**src/rtl/gt1_loader_if.sv**
```systemverilog
// Download-stream and RAM-write signals shared by the GT1 loader and its environment.
interface gt1_loader_if;
  logic        ioctl_download;
  logic        ioctl_wr;
  logic [24:0] ioctl_addr;
  logic [7:0]  ioctl_dout;
  logic [7:0]  ioctl_index;
  logic        ioctl_wait;
  logic [15:0] ram_addr;
  logic [7:0]  ram_data;
  logic        ram_we;
  logic        ram_ack;

  modport master (
    output ioctl_download, ioctl_wr, ioctl_addr, ioctl_dout, ioctl_index, ram_ack,
    input  ioctl_wait, ram_addr, ram_data, ram_we
  );

  modport slave (
    input  ioctl_download, ioctl_wr, ioctl_addr, ioctl_dout, ioctl_index, ram_ack,
    output ioctl_wait, ram_addr, ram_data, ram_we
  );
endinterface

```
**src/rtl/gt1_loader.sv**
```systemverilog
// GT1 file parser: turns the ioctl byte stream into acked Gigatron RAM writes, stalling the source via ioctl_wait per write.
// Define GT1_PAGE_CHECK_EN to reject segments whose offset+count would cross a 256-byte page.
module gt1_loader #(
  parameter logic [7:0] LOAD_INDEX = 8'd1
) (
  input  logic         clk_sys,
  input  logic         reset,
  gt1_loader_if.slave  bus,
  output logic [15:0]  start_addr,
  output logic         start_valid,
  output logic         busy,
  output logic         load_error
);

  typedef enum logic [3:0] {
    IDLE, HI, LO, SIZE, DATA, WRITE, STHI, STLO, DONE, ERR
  } state_t;

  state_t      state;
  logic        qual_d;
  logic        first_seg;
  logic [24:0] exp_addr;
  logic [7:0]  page;
  logic [7:0]  offset;
  logic [7:0]  st_hi;
  logic [8:0]  count;

  logic        qual;
  logic        accept;
  logic        addr_ok;
  logic [8:0]  size_cnt;

  assign qual     = bus.ioctl_download && (bus.ioctl_index == LOAD_INDEX);
  assign accept   = qual && bus.ioctl_wr && !bus.ioctl_wait;
  assign addr_ok  = (bus.ioctl_addr == exp_addr);
  assign size_cnt = (bus.ioctl_dout == 8'h00) ? 9'd256 : {1'b0, bus.ioctl_dout};

  always_ff @(posedge clk_sys or posedge reset) begin
    if (reset) begin
      state          <= IDLE;
      qual_d         <= 1'b0;
      first_seg      <= 1'b0;
      exp_addr       <= '0;
      page           <= '0;
      offset         <= '0;
      st_hi          <= '0;
      count          <= '0;
      bus.ioctl_wait <= 1'b0;
      bus.ram_addr   <= '0;
      bus.ram_data   <= '0;
      bus.ram_we     <= 1'b0;
      start_addr     <= '0;
      start_valid    <= 1'b0;
      busy           <= 1'b0;
      load_error     <= 1'b0;
    end else begin
      qual_d      <= qual;
      start_valid <= 1'b0;
      // A new qualified download always restarts the parse, abandoning any prior one.
      if (qual && !qual_d) begin
        state          <= HI;
        busy           <= 1'b1;
        load_error     <= 1'b0;
        first_seg      <= 1'b1;
        exp_addr       <= '0;
        count          <= '0;
        bus.ram_we     <= 1'b0;
        bus.ioctl_wait <= 1'b0;
      end else begin
        case (state)
          IDLE: ;
          HI, LO, SIZE, DATA, STHI, STLO: begin
            if (!qual) begin
              state      <= ERR;
              load_error <= 1'b1;
              busy       <= 1'b0;
            end else if (accept) begin
              exp_addr <= exp_addr + 25'd1;
              if (!addr_ok) begin
                state      <= ERR;
                load_error <= 1'b1;
                busy       <= 1'b0;
              end else begin
                case (state)
                  HI: begin
                    // Page 0x00 only terminates the segment list once a segment has been seen.
                    if (bus.ioctl_dout == 8'h00 && !first_seg) begin
                      state <= STHI;
                    end else begin
                      page  <= bus.ioctl_dout;
                      state <= LO;
                    end
                  end
                  LO: begin
                    offset <= bus.ioctl_dout;
                    state  <= SIZE;
                  end
                  SIZE: begin
`ifdef GT1_PAGE_CHECK_EN
                    if (({2'b00, offset} + {1'b0, size_cnt}) > 10'd256) begin
                      state      <= ERR;
                      load_error <= 1'b1;
                      busy       <= 1'b0;
                    end else
`endif
                    begin
                      count <= size_cnt;
                      state <= DATA;
                    end
                  end
                  DATA: begin
                    bus.ram_addr   <= {page, offset};
                    bus.ram_data   <= bus.ioctl_dout;
                    bus.ram_we     <= 1'b1;
                    bus.ioctl_wait <= 1'b1;
                    state          <= WRITE;
                  end
                  STHI: begin
                    st_hi <= bus.ioctl_dout;
                    state <= STLO;
                  end
                  STLO: begin
                    start_addr  <= {st_hi, bus.ioctl_dout};
                    start_valid <= 1'b1;
                    busy        <= 1'b0;
                    state       <= DONE;
                  end
                  default: state <= ERR;
                endcase
              end
            end
          end
          WRITE: begin
            // The write in flight is always allowed to finish before reacting to a dropped download.
            if (bus.ram_ack) begin
              bus.ram_we     <= 1'b0;
              bus.ioctl_wait <= 1'b0;
              offset         <= offset + 8'd1;
              count          <= count - 9'd1;
              if (!qual) begin
                state      <= ERR;
                load_error <= 1'b1;
                busy       <= 1'b0;
              end else if (count == 9'd1) begin
                first_seg <= 1'b0;
                state     <= HI;
              end else begin
                state <= DATA;
              end
            end
          end
          DONE, ERR: begin
            if (!bus.ioctl_download) state <= IDLE;
          end
          default: state <= IDLE;
        endcase
      end
    end
  end

endmodule

```
**src/flat_wrapper.sv**
```systemverilog
// flat-port wrapper written by rule: the top's interface ports become plain ports
module gt1_loader_flat 
#(
  parameter logic [7:0] LOAD_INDEX = 8'd1
)
  (clk_sys, reset, start_addr, start_valid, busy, load_error, bus_ioctl_download, bus_ioctl_wr, bus_ioctl_addr, bus_ioctl_dout, bus_ioctl_index, bus_ram_ack, bus_ioctl_wait, bus_ram_addr, bus_ram_data, bus_ram_we);
  gt1_loader_if bus_i ();
  input  logic clk_sys;
  input  logic reset;
  output logic [15:0] start_addr;
  output logic start_valid;
  output logic busy;
  output logic load_error;
  input wire logic [$bits(bus_i.ioctl_download)-1:0] bus_ioctl_download;
  input wire logic [$bits(bus_i.ioctl_wr)-1:0] bus_ioctl_wr;
  input wire logic [$bits(bus_i.ioctl_addr)-1:0] bus_ioctl_addr;
  input wire logic [$bits(bus_i.ioctl_dout)-1:0] bus_ioctl_dout;
  input wire logic [$bits(bus_i.ioctl_index)-1:0] bus_ioctl_index;
  input wire logic [$bits(bus_i.ram_ack)-1:0] bus_ram_ack;
  output wire logic [$bits(bus_i.ioctl_wait)-1:0] bus_ioctl_wait;
  output wire logic [$bits(bus_i.ram_addr)-1:0] bus_ram_addr;
  output wire logic [$bits(bus_i.ram_data)-1:0] bus_ram_data;
  output wire logic [$bits(bus_i.ram_we)-1:0] bus_ram_we;
  assign bus_i.ioctl_download = bus_ioctl_download;
  assign bus_i.ioctl_wr = bus_ioctl_wr;
  assign bus_i.ioctl_addr = bus_ioctl_addr;
  assign bus_i.ioctl_dout = bus_ioctl_dout;
  assign bus_i.ioctl_index = bus_ioctl_index;
  assign bus_i.ram_ack = bus_ram_ack;
  assign bus_ioctl_wait = bus_i.ioctl_wait;
  assign bus_ram_addr = bus_i.ram_addr;
  assign bus_ram_data = bus_i.ram_data;
  assign bus_ram_we = bus_i.ram_we;
  gt1_loader #(.LOAD_INDEX(LOAD_INDEX)) u_core (.clk_sys(clk_sys), .reset(reset), .bus(bus_i), .start_addr(start_addr), .start_valid(start_valid), .busy(busy), .load_error(load_error));
endmodule
```
**config.mk**
```make
export PLATFORM = sky130hd
export DESIGN_NAME = gt1_loader_flat
export DESIGN_NICKNAME = d
export VERILOG_FILES = /design/src/rtl/gt1_loader_if.sv /design/src/rtl/gt1_loader.sv /design/src/flat_wrapper.sv
export SDC_FILE = /design/constraint.sdc
export NUM_CORES = 1
export LEC_CHECK = 0
export ABC_AREA = 1
export CAP_MARGIN = 20
export CORE_MARGIN = 2
export CORE_UTILIZATION = 50
export CTS_BUF_LIST = sky130_fd_sc_hd__clkbuf_2 sky130_fd_sc_hd__clkbuf_4 sky130_fd_sc_hd__clkbuf_8
export CTS_CLUSTER_DIAMETER = 120
export DETAILED_ROUTE_END_ITERATION = 12
export GPL_TIMING_DRIVEN = 0
export PLACE_DENSITY = 0.74
export SLEW_MARGIN = 20
export SYNTH_ARGS = -nofsm -noshare
export SYNTH_HDL_FRONTEND = slang
export SYNTH_SLANG_ARGS = --single-unit
```
**constraint.sdc**
```tcl
create_clock -name clk_sys -period 7.1 [get_ports clk_sys]
set_input_delay 1.775 -clock clk_sys [delete_from_list [all_inputs] [get_ports clk_sys]]
set_output_delay 1.775 -clock clk_sys [all_outputs]
set_load 0.05 [all_outputs]
```
Yosys cells after proc, flatten, opt, wreduce, memory -nomap -nowiden
Index checks and enable logic that the tools add are counted.
Operators by class
  add/subtract/negate cells: 3
  equality and inequality tests: 29
  muxes and demuxes: 62
  bitwise operators: 2
  reductions and logical operators: 32
Operators by type and width (number)
  $mux W25: 4
  $mux W9: 7
  $mux W8: 5
  $mux W1: 30
  $reduce_and A6 Y1: 5
  $mux W4: 7
  $add A25 B1 Y25 const B: 1
  $eq A25 B25 Y1: 1
  $pmux W4 S6: 1
  $pmux W9 S2: 1
  $eq A4 B3 Y1 const B: 4
  $pmux W4 S4: 1
  $pmux W8 S2: 1
  $ne A3 B1 Y1 const B: 5
  $reduce_and A7 Y1: 2
  $reduce_bool A2 Y1: 7
  $ne A2 B1 Y1 const B: 5
  $reduce_and A5 Y1: 2
  $eq A9 B1 Y1 const B: 1
  $sub A9 B1 Y9 const B: 1
  $add A8 B1 Y8 const B: 1
  $eq A4 B2 Y1 const B: 2
  $eq A4 B4 Y1 const B: 2
  $eq A8 B1 Y1 const B: 1
  18 further kinds: 31
Storage, ports and cells
  flip-flop bits (word level): 108
  bits of input ports: 46
  output and inout bits: 45
  logic and storage cells: 143

Longest topological paths before layout
Gate-level depths: netlist (run 1).
  word-level depth: 9
  depth in mapped cells: 14
  depth with buffers taken out: 14

Worst setup path after synthesis (run 1)
No wires, ideal clock.
  path type: input to register
  start: input bus_ioctl_index[3]
  end: register u_core.start_addr[10]
  setup time: 0.119 ns
  arrival: 2.975 ns
  required time: 6.981 ns
  path slack: 4.006 ns
  cell stages on the path: 9
  buffers on the path: 1
  cell sequence: nor3_1 -> inv_1 -> nor2_4 -> nand2_1 -> nor2_8 -> nand3_4 -> buf_6 -> nand2_1 -> nand2_1
Between the ends
  word-level cells in the longest chain between the ends: 5
  elaborated cells between the ends (all ways): 7
  those cells by class: 1 x eq/ne; 1 x bitwise; 5 x reduce/logical
Ends and longest elaborated chain
  start, declared: RTL line flat_wrapper.sv:18  | input wire logic [$bits(bus_i.ioctl_index)-1:0] bus_ioctl_index;
  $eq A8 B1 Y1 *: RTL line gt1_loader.sv:33  | assign qual = bus.ioctl_download && (bus.ioctl_index == LOAD_INDEX);
  $logic_and A1 B1 Y1 *: RTL line gt1_loader.sv:33
  named net u_core.qual: RTL line gt1_loader.sv:28  | logic qual;
  $logic_and A1 B1 Y1 (on tied branches): RTL line gt1_loader.sv:34, gt1_loader.sv:60
  $logic_and A1 B1 Y1 or $not A1 Y1 (tied branches)
  $reduce_and A6 Y1 (no line) *
  end signal, assigned: RTL line gt1_loader.sv:123  | start_addr <= {st_hi, bus.ioctl_dout};
  end, declared: RTL line gt1_loader.sv:9  | output logic [15:0] start_addr,
The timed path passes the listed nets; every way through them passes the cells marked *.
A chain may end at the register's enable or synchronous reset.

Final worst setup path (run 1)
  start: input bus_ioctl_download
  end: register u_core.state[0]
Between the ends
  word-level cells in the longest chain between the ends: 5
  elaborated cells between the ends (all ways): 14
  those cells by class: 4 x eq/ne; 5 x mux; 5 x reduce/logical
Ends and longest elaborated chain
  start, declared: RTL line flat_wrapper.sv:14  | input wire logic [$bits(bus_i.ioctl_download)-1:0] bus_ioctl_download;
  $logic_and A1 B1 Y1: RTL line gt1_loader.sv:33
  $mux W4 or $logic_and A1 B1 Y1 (tied branches): RTL line gt1_loader.sv:140, gt1_loader.sv:34
  $mux W4 or $logic_and A1 B1 Y1 (tied branches): RTL line gt1_loader.sv:135, gt1_loader.sv:34
  $pmux W4 S4 or $ne A4 B4 Y1 (tied branches)
  $mux W4 or $reduce_and A4 Y1 (tied branches)
  end signal, assigned: RTL line gt1_loader.sv:61  | state <= HI;
  end signal, assigned: RTL line gt1_loader.sv:74  | state <= ERR;
  end signal, assigned: RTL line gt1_loader.sv:141  | state <= ERR;
  end, declared: RTL line gt1_loader.sv:19  | state_t state;
Parallel ways exist; a longest one is shown, timed or not. The select of a mux whose other input is x is not followed.

==> results.sh, run 1 <==
export IMPL_status="finished, final reports clean"
export IMPL_cts_max_level=3
export IMPL_critical_path_slowest_cell="nor2_1"
export IMPL_grt_max_degree=73
export IMPL_clock_skew_final_ps=17.3
export IMPL_cts_resized_gates=0
export IMPL_io_pins=91
export IMPL_synth_compound_area_frac=0.0800
export IMPL_power_frac_seq=0.418
export IMPL_io_buffers=90
export IMPL_gp_congestion=0.943
export IMPL_final_min_clock_period_ps=3920
export IMPL_cts_root_buf="clkbuf_8"
export IMPL_synth_top_cell_by_area="dfrtp_1"
export IMPL_path_common_cell="nor2_1"
export IMPL_slowest_delay_ps=780
export IMPL_syn_to_final_growth_pct=21.0
export IMPL_grt_overflow=0
export IMPL_avgSynthCellArea_sq_um=7.08
export IMPL_antenna_found_initial=0
export IMPL_worstMarginPinSlew_ps=908
export IMPL_synth_top_area_frac=0.408
export IMPL_nets=1086
export IMPL_synth_xor_area_frac=0.0278
export IMPL_path_cells="clkdlybuf4s50_1 -> inv_2 -> nor2_1 -> and2_1 -> nand3_1 -> nor2_1 -> inv_1 -> o21ai_0 -> nor2_1 -> a21oi_1"
export IMPL_hold_path_class="reg2reg"
export IMPL_p_clk_frac=0.245
export IMPL_routed_wl_um=17200
export IMPL_cts_tree="built"
export IMPL_post_place_ws_ps=2840
export IMPL_cts_hold_buf=0
export IMPL_cap_violations=0
export IMPL_coreArea_sq_um=13100
export IMPL_fillers=1209
export IMPL_muxShareOfSynthArea=0
export IMPL_slew_violations=0
export IMPL_post_cts_buffers=0
export IMPL_layout_setup_ws_ps=3180
export IMPL_max_freq_mhz=255
export IMPL_p_leak_nw=4.14
export IMPL_cp_max_fo=8
export IMPL_dr_pass1_iters=5
export IMPL_setup_tns_ps=0
export IMPL_vias=6307
export IMPL_drtAntennaViolNets=0
export IMPL_drc=0
export IMPL_path_clk_slew_ps=100
export IMPL_holdWs_ps=480
export IMPL_critPathRequiredTime_ps=7410
export IMPL_cp_end_kind="register"
export IMPL_ys_flop_type="dfrtp_1"
export IMPL_path_class="in2reg"
export IMPL_synth_edf_count=0
export IMPL_yosysSeqAreaShare=0.408
export IMPL_drtIter0Drc=507
export IMPL_start_util=0.506
export IMPL_synthAdderAreaFrac=0.00756
export IMPL_drive_gt1_frac=0.0797
export IMPL_synthTopCellsByArea="dfrtp_1 (41%), nand2_1 (17%), inv_1 (6.8%)"
export IMPL_cp_start_kind="input pin"
export IMPL_netlist_area_sq_um=6620
export IMPL_die_area_sq_um=14200
export IMPL_grt_pass1_vias=5850
export IMPL_period_share=0.552
export IMPL_p_int_mw=1.11
export IMPL_slew_headroom=0.392
export IMPL_rsz0062_at_grt="false"
export IMPL_grt_pass1_wl_um=28600
export IMPL_ir_worst_vdd_v=0.000154
export IMPL_die_h_um=119
export IMPL_routed_via_density=5.18
export IMPL_power_mw=1.82
export IMPL_routedWlPerCell_um=14.1
export IMPL_power_switching_mw=0.703
export IMPL_swShare=0.387
export IMPL_syn_nets=984
export IMPL_p_comb_frac=0.337
export IMPL_async_flop_share=1.00
export IMPL_diodes=0
export IMPL_synth_top_family_by_area="simple AND/OR/NAND/NOR gates"
export IMPL_synth_seq_cells=108
export IMPL_ys_warn_count=0
export IMPL_cp_arrival_ps=4230
export IMPL_numCtsBuffers=9
export IMPL_cts_buffer_depth=2
export IMPL_synthSimpleGateAreaFrac=0.376
export IMPL_insertion_delay_ps=390
export IMPL_hold_viol_final=0
export IMPL_die_w_um=119
export IMPL_clkSinkCount=108
export IMPL_dpl_hpwl_um=12900
export IMPL_final_setup_viol_count=0
export IMPL_synth_cell_type_count=41
export IMPL_power_density_nw_per_um2=227
export IMPL_syn_inst=934
export IMPL_track_usage=0.252
export IMPL_rows=42
==> worst max-delay path, delay by kind of cell <==
| kind | cells | cell delay [ps] |
|---|---|---|
| AO/OA/AOI/OAI | 2 | 320 |
| buffers and inverters | 3 | 860 |
| AND/OR/NAND/NOR | 5 | 1280 |
==> sequential cells by signal (all words and copies together) (netlist names) <==
register and count:
u_core.load_error 1, u_core.bus.ram_we 1, u_core.bus.ram_data 8, u_core.qual_d 1, u_core.exp_addr 25, u_core.offset 8, u_core.bus.ram_addr 16, u_core.st_hi 8
u_core.count 9, u_core.state 4, u_core.start_addr 16, u_core.page 8, u_core.busy 1, u_core.start_valid 1, u_core.first_seg 1
==> routing by layer <==
layer / GRT usage / part of all wire / wire length [um] / vias to the layer above
met4: 0.0930 / 0.023 / 397 / 0
met1: 0.367 / 0.47 / 8170 / 2906
li1: - / - / - / 3161
met3: 0.0326 / 0.061 / 1050 / 42
met5: 0 / 0 / 0 / -
met2: 0.384 / 0.44 / 7580 / 198
==> placed cells by master, fill, tap and decap left out, types with 4 or more instances in the layout <==
| cell type | count |
|---|---|
| nor3_1 | 16 |
| nor2_1 | 95 |
| dfrtp_1 | 108 |
| ha_1 | 4 |
| buf_2 | 7 |
| o21ai_2 | 4 |
| inv_6 | 4 |
| buf_6 | 6 |
| clkbuf_1 | 5 |
| nand3b_1 | 6 |
| nor2_2 | 6 |
| nand3_1 | 65 |
| o21ai_0 | 36 |
| clkdlybuf4s50_1 | 90 |
| nand2_1 | 299 |
| o21ai_1 | 24 |
| nand4_1 | 30 |
| a21oi_1 | 18 |
| o31ai_1 | 4 |
| inv_2 | 8 |
| or2_2 | 4 |
| inv_1 | 119 |
| nor2_4 | 4 |
| buf_4 | 6 |
| clkbuf_8 | 11 |
| xor2_1 | 10 |
| o22ai_1 | 8 |
| xnor2_1 | 11 |
| nand2_2 | 7 |
==> power by group through the flow <==
stage | sequential (mW) | combinational [mW] | clock, mW
finish | 0.759 | 0.613 | 0.446
floorplan | 0.760 | 0.443 | 0
CTS | 0.757 | 0.608 | 0.457
global placement | 0.769 | 0.591 | 0
detailed placement | 0.769 | 0.607 | 0
global route | 0.772 | 0.700 | 0.476
==> layout make-up <==
cell class / instances / area [sq um] / share of cell area
inverter: 130 / 493 / 0.0616
clock buffer: 11 / 151 / 0.0189
multi-input combinational: 670 / 3250 / 0.406
timing repair buffer: 91 / 928 / 0.116
clock inverter: 5 / 86.3 / 0.0108
buffer: 26 / 175 / 0.0219
sequential: 108 / 2700 / 0.337
tap: 176 / 220 / 0.0275
==> stage by stage <==
step / cell area, sq um / instances / utilization
after floorplan: 6620 / 934 / -
after global placement: 7740 / 1200 / 0.591
after detailed placement: 7770 / 1201 / 0.594
after CTS: 8010 / 1217 / 0.612
after global routing: 8010 / 1217 / 0.612
final: 8010 / 1217 / 0.612
==> cells in the mapped netlist (2+ instances only) <==
library cell and number:
inv_1 120, clkbuf_1 5, clkinv_1 2, nand4_1 30, nor2_2 6, o211ai_1 2
nand3_4 3, nand4_4 2, xor2_1 10, buf_6 6, o21ai_0 36, buf_4 6
nor2_1 95, o31ai_1 4, nor2_4 4, nand2_1 299, xnor2_1 11, nand2_2 7
o21ai_2 4, a21oi_1 18, o22ai_1 8, buf_2 7, ha_1 4, nor3_1 16
o21ai_1 24, nand3_1 65, nor3b_1 3, or2_2 4, dfrtp_1 108, inv_2 8
nor2_8 2, nand3b_1 6
==> worst paths after layout <==
kind,from,endpoint,slack (ps),cells past startpoint
worst min-delay path,u_core.busy,u_core.busy,480,2
max in group asynchronous,reset,u_core.state[3],4690,3
worst min register to register,u_core.busy,u_core.busy,480,2
worst max-delay path,bus_ioctl_download,u_core.state[0],3180,10
min in group asynchronous,reset,u_core.bus.ram_addr[15],1740,2
worst max register to register,u_core.exp_addr[0],u_core.page[6],4900,13
==> cells by family after synthesis <==
family          after synthesis
compound gates               97
xor+xnor                     21
flops                       108
fa+ha+maj                     4
buf+inv                     156
simple gates                548
(Power assumes the default switching activity.)
==> run 2: changes to the inputs <==
- PLACE_DENSITY: 0.74 -> 0.77
- clock period: 7.1 -> 3.25 ns (I/O delays scaled with it)
==> run 2 against run 1 <==
  * Register-to-register slack worse by 3900 ps
  * First-iteration DRC count up 18%
  * Non-clock buffer count up 3
  * Via count up 0.67%
  * Count of clock-buffer cells in the layout down 1
  * Flip-flop and latch count unchanged
  * Clock power up 99%
  * Critical endpoint unchanged
==> results.sh, run 2 (synthesis gave the netlist of run 1 again) <==
export IMPL_max_freq_mhz=342
export IMPL_drtAntennaViolNets=0
export IMPL_worstMarginPinSlew_ps=880
export IMPL_io_pins=91
export IMPL_cp_end_kind="register"
export IMPL_top_register="u_core.exp_addr"
export IMPL_hold_viol_final=0
export IMPL_p_leak_nw=4.16
export IMPL_cts_hold_buf=0
export IMPL_grt_pass1_wl_um=29300
export IMPL_gp_congestion=0.946
export IMPL_post_place_ws_ps=70.8
export IMPL_swShare=0.396
export IMPL_drc=0
export IMPL_insertion_delay_ps=400
export IMPL_diodes=0
export IMPL_track_usage=0.258
export IMPL_dpl_hpwl_um=13200
export IMPL_path_clk_slew_ps=110
export IMPL_cp_max_fo=8
export IMPL_cts_buffer_depth=2
export IMPL_die_h_um=119
export IMPL_largest_registers="u_core.exp_addr (25), u_core.bus.ram_addr (16), u_core.start_addr (16)"
export IMPL_cts_tree="built"
export IMPL_cp_arrival_ps=3250
export IMPL_p_clk_frac=0.228
export IMPL_syn_to_final_growth_pct=21.7
export IMPL_post_cts_buffers=0
export IMPL_final_min_clock_period_ps=2920
export IMPL_path_class="in2reg"
export IMPL_power_frac_seq=0.425
export IMPL_p_comb_frac=0.347
export IMPL_coreArea_sq_um=13100
export IMPL_vias=6349
export IMPL_grt_pass1_vias=5919
export IMPL_critPathRequiredTime_ps=3580
export IMPL_p_int_mw=2.35
export IMPL_cts_root_buf="clkbuf_8"
export IMPL_die_w_um=119
export IMPL_start_util=0.506
export IMPL_setup_tns_ps=0
export IMPL_final_common_cell="nand2_1"
export IMPL_power_density_nw_per_um2=484
export IMPL_holdWs_ps=482
export IMPL_cp_start_kind="input pin"
export IMPL_grt_overflow=0
export IMPL_nets=1089
export IMPL_hold_path_class="reg2reg"
export IMPL_largest_reg_flops=25
export IMPL_cts_max_level=3
export IMPL_antenna_found_initial=0
export IMPL_drtIter0Drc=596
export IMPL_slew_violations=0
export IMPL_routedWlPerCell_um=14.2
export IMPL_drive_gt1_frac=0.0824
export IMPL_fin_util=0.616
export IMPL_numCtsBuffers=9
export IMPL_power_switching_mw=1.55
export IMPL_ir_worst_vdd_v=0.000414
export IMPL_fillers=1205
export IMPL_rsz0062_at_grt="false"
export IMPL_final_setup_viol_count=0
export IMPL_cap_violations=0
export IMPL_period_share=0.899
export IMPL_final_cell_mix="nand2_1 (299), inv_1 (119), dfrtp_1 (108)"
export IMPL_routed_wl_um=17300
export IMPL_dr_pass1_iters=5
export IMPL_die_area_sq_um=14200
export IMPL_routed_via_density=5.20
export IMPL_slew_headroom=0.411
export IMPL_status="finished, final reports clean"
export IMPL_io_buffers=90
export IMPL_rows=42
export IMPL_layout_setup_ws_ps=327
export IMPL_clkSinkCount=108
export IMPL_cts_resized_gates=0
export IMPL_grt_max_degree=34
export IMPL_clock_skew_final_ps=15.3
[run 2: per-layer routing]
layer  track usage  wire length, um  share of wire
met1         0.372             7930           0.46
met2         0.399             7880           0.45
met3        0.0484             1280          0.074
met4        0.0729              235          0.014
met5             0                0              0
[run 2: worst max-delay path: stages]
cell             delay, ps
clkdlybuf4s50_1        560
inv_2                   50
nor2_1                  70
and2_1                 120
nand3_1                220
nor2_1                 750
inv_1                  230
o21ai_0                190
nor2_1                  90
a21oi_1                150
[run 2: power by group through the flow]
stage	combinational, mW	clock (mW)	sequential, mW
final	1.35	0.888	1.66
after detailed placement	1.34	0	1.68
after global routing	1.54	0.960	1.68
after CTS	1.35	0.907	1.65
after floorplan	0.969	0	1.66
after global placement	1.30	0	1.67
[run 2: metrics by stage]
stage	cell area (sq um)	std cells	power [mW]
floorplan	6620	934	2.63
global placement	7740	1200	2.97
detailed placement	7840	1204	3.02
CTS	8060	1220	3.91
global route	8060	1220	4.18
finish	8060	1220	3.90
[run 2: worst paths after layout]
kind	from	to	slack, ps	cells past startpoint
min in group asynchronous	reset	u_core.bus.ram_addr[2]	790	2
worst min register to register	u_core.count[8]	u_core.count[8]	480	2
max in group asynchronous	reset	u_core.count[8]	1590	5
worst min-delay path	u_core.count[8]	u_core.count[8]	480	2
worst max-delay path	bus_ioctl_download	u_core.state[0]	330	10
worst max register to register	u_core.exp_addr[0]	u_core.bus.ram_data[7]	1010	14
[run 2: layout make-up]
cell class | instances | area (sq um) | share of cell area
buffer | 26 | 175 | 0.0217
clock buffer | 10 | 138 | 0.0171
clock inverter | 6 | 73.8 | 0.00916
inverter | 130 | 492 | 0.0610
multi-input combinational | 670 | 3250 | 0.404
sequential | 108 | 2700 | 0.336
tap | 176 | 220 | 0.0273
timing repair buffer | 94 | 1000 | 0.125
==> run 3: changes to the inputs <==
- DONT_BUFFER_PORTS: unset -> 1
- PLACE_DENSITY: 0.77 -> 0.68
- SKIP_LAST_GASP: unset -> 1
==> run 3 against run 2 <==
  * Die area is the same
  * Register-to-register slack gained 60 ps
  * Count of clock-buffer cells in the layout grew 2
  * Hold slack lost 200 ps
  * Total power shrank 4.4%
  * Non-clock buffer count shrank 90
  * Clock skew shrank 6.1 ps
  * Sequential share of layout area grew 4.4 points
  * Worst setup slack gained 360 ps
  * Critical path type unchanged
  * Critical endpoint unchanged
  * Largest cell class unchanged
==> results.sh, run 3 (synthesis gave the netlist of run 1 again) <==
export IMPL_start_util=0.506
export IMPL_critical_path_slowest_cell="nor2_1"
export IMPL_worstMarginPinSlew_ps=947
export IMPL_placed_area_sq_um=6940
export IMPL_hold_viol_final=0
export IMPL_placedCellCount=1114
export IMPL_swShare=0.402
export IMPL_critPathTopFamily="simple AND/OR/NAND/NOR gates"
export IMPL_cts_root_buf="clkbuf_8"
export IMPL_routedWlPerCell_um=15.1
export IMPL_clock_skew_final_ps=9.19
export IMPL_cp_max_fo=8
export IMPL_post_cts_buffers=0
export IMPL_final_common_cell="nand2_1"
export IMPL_gp_congestion=0.920
export IMPL_nets=999
export IMPL_slew_violations=0
export IMPL_p_int_mw=2.23
export IMPL_cts_resized_gates=0
export IMPL_power_frac_seq=0.451
export IMPL_max_freq_mhz=390
export IMPL_diodes=0
export IMPL_io_pins=91
export IMPL_path_class="in2reg"
export IMPL_largest_registers="u_core.exp_addr (25), u_core.bus.ram_addr (16), u_core.start_addr (16)"
export IMPL_post_place_ws_ps=448
export IMPL_top_register="u_core.exp_addr"
export IMPL_setup_tns_ps=0
export IMPL_grt_pass1_wl_um=27900
export IMPL_vias=5913
export IMPL_cp_arrival_ps=2880
export IMPL_reg2reg_depth=14
export IMPL_fillers=1331
export IMPL_status="finished, final reports clean"
export IMPL_final_min_clock_period_ps=2560
export IMPL_die_w_um=119
export IMPL_critPathRequiredTime_ps=3560
export IMPL_dpl_hpwl_um=13000
export IMPL_cp_depth=7
export IMPL_die_h_um=119
export IMPL_io_buffers=0
export IMPL_largest_reg_flops=25
export IMPL_antenna_found_initial=0
export IMPL_grt_overflow=0
export IMPL_routed_via_density=5.23
export IMPL_rows=42
export IMPL_cp_num_buf_inv=1
export IMPL_fin_util=0.545
export IMPL_syn_to_final_growth_pct=7.70
export IMPL_insertion_delay_ps=390
export IMPL_cts_hold_buf=0
export IMPL_coreArea_sq_um=13100
export IMPL_path_common_cell="nor2_1"
export IMPL_cp_end_kind="register"
export IMPL_period_share=0.789
export IMPL_power_switching_mw=1.50
export IMPL_power_mw=3.73
export IMPL_p_clk_frac=0.219
export IMPL_instances_no_fill=1130
export IMPL_track_usage=0.247
export IMPL_final_setup_viol_count=0
export IMPL_design_area_sq_um=7130
export IMPL_cp_start_kind="input pin"
export IMPL_clkSinkCount=108
export IMPL_drive_gt1_frac=0.0901
export IMPL_p_comb_frac=0.330
export IMPL_cap_violations=0
export IMPL_p_leak_nw=3.82
export IMPL_layout_setup_ws_ps=686
export IMPL_drtIter0Drc=499
export IMPL_cts_tree="built"
export IMPL_drc=0
export IMPL_slew_headroom=0.367
export IMPL_path_cells="nor3_1 -> nand3_1 -> nor2_1 -> inv_1 -> o21ai_0 -> nor2_1 -> a21oi_1"
export IMPL_ir_worst_vdd_v=0.000299
export IMPL_dr_pass1_iters=6
export IMPL_grt_max_degree=32
export IMPL_slowest_delay_ps=800
export IMPL_cts_max_level=3
export IMPL_final_cell_mix="nand2_1 (299), inv_1 (119), dfrtp_1 (108)"
export IMPL_holdWs_ps=283
export IMPL_cts_buffer_depth=2
export IMPL_rsz0062_at_grt="false"
export IMPL_grt_pass1_vias=5408
export IMPL_power_density_nw_per_um2=523
export IMPL_drtAntennaViolNets=0
export IMPL_hold_path_class="in2async"
export IMPL_path_clk_slew_ps=100
export IMPL_numCtsBuffers=9
export IMPL_die_area_sq_um=14200
export IMPL_routed_wl_um=17100
==> run 3: final timing paths <==
kind	start	to	slack, ps
min	reset	u_core.bus.ram_addr[6]	280
max reg2reg	u_core.exp_addr[0]	u_core.bus.ram_data[7]	1070
max in group asynchronous	reset	u_core.count[8]	2110
max	bus_ioctl_index[3]	u_core.state[0]	690
min reg2reg	u_core.count[1]	u_core.count[1]	480
min in group clk_sys	u_core.count[1]	u_core.count[1]	480
==> run 3: per-layer routing <==
layer	wire length [um]	vias up	share of wire	track usage
met5	0	-	0	0
met4	301	0	0.018	0.0699
met3	1260	25	0.074	0.0503
met2	7490	193	0.44	0.373
met1	8010	2705	0.47	0.361
li1	-	2990	-	-
==> run 3: cell type report <==
| class | count | area, sq um | area share |
|---|---|---|---|
| clock buffer | 12 | 159 | 0.0223 |
| multi-input combinational | 670 | 3250 | 0.456 |
| clock inverter | 4 | 31.3 | 0.00439 |
| tap | 176 | 220 | 0.0309 |
| timing repair buffer | 4 | 95.1 | 0.0133 |
| sequential | 108 | 2700 | 0.379 |
| buffer | 26 | 175 | 0.0246 |
| inverter | 130 | 492 | 0.0690 |
==> run 3: power by group through the flow <==
stage	clock (mW)	sequential (mW)	combinational, mW
3_3_place_gp	0	1.71	1.19
5_1_grt	0.881	1.71	1.39
4_1_cts	0.834	1.68	1.22
6_report	0.815	1.68	1.23
3_5_place_dp	0	1.71	1.22
2_1_floorplan	0	1.66	0.969
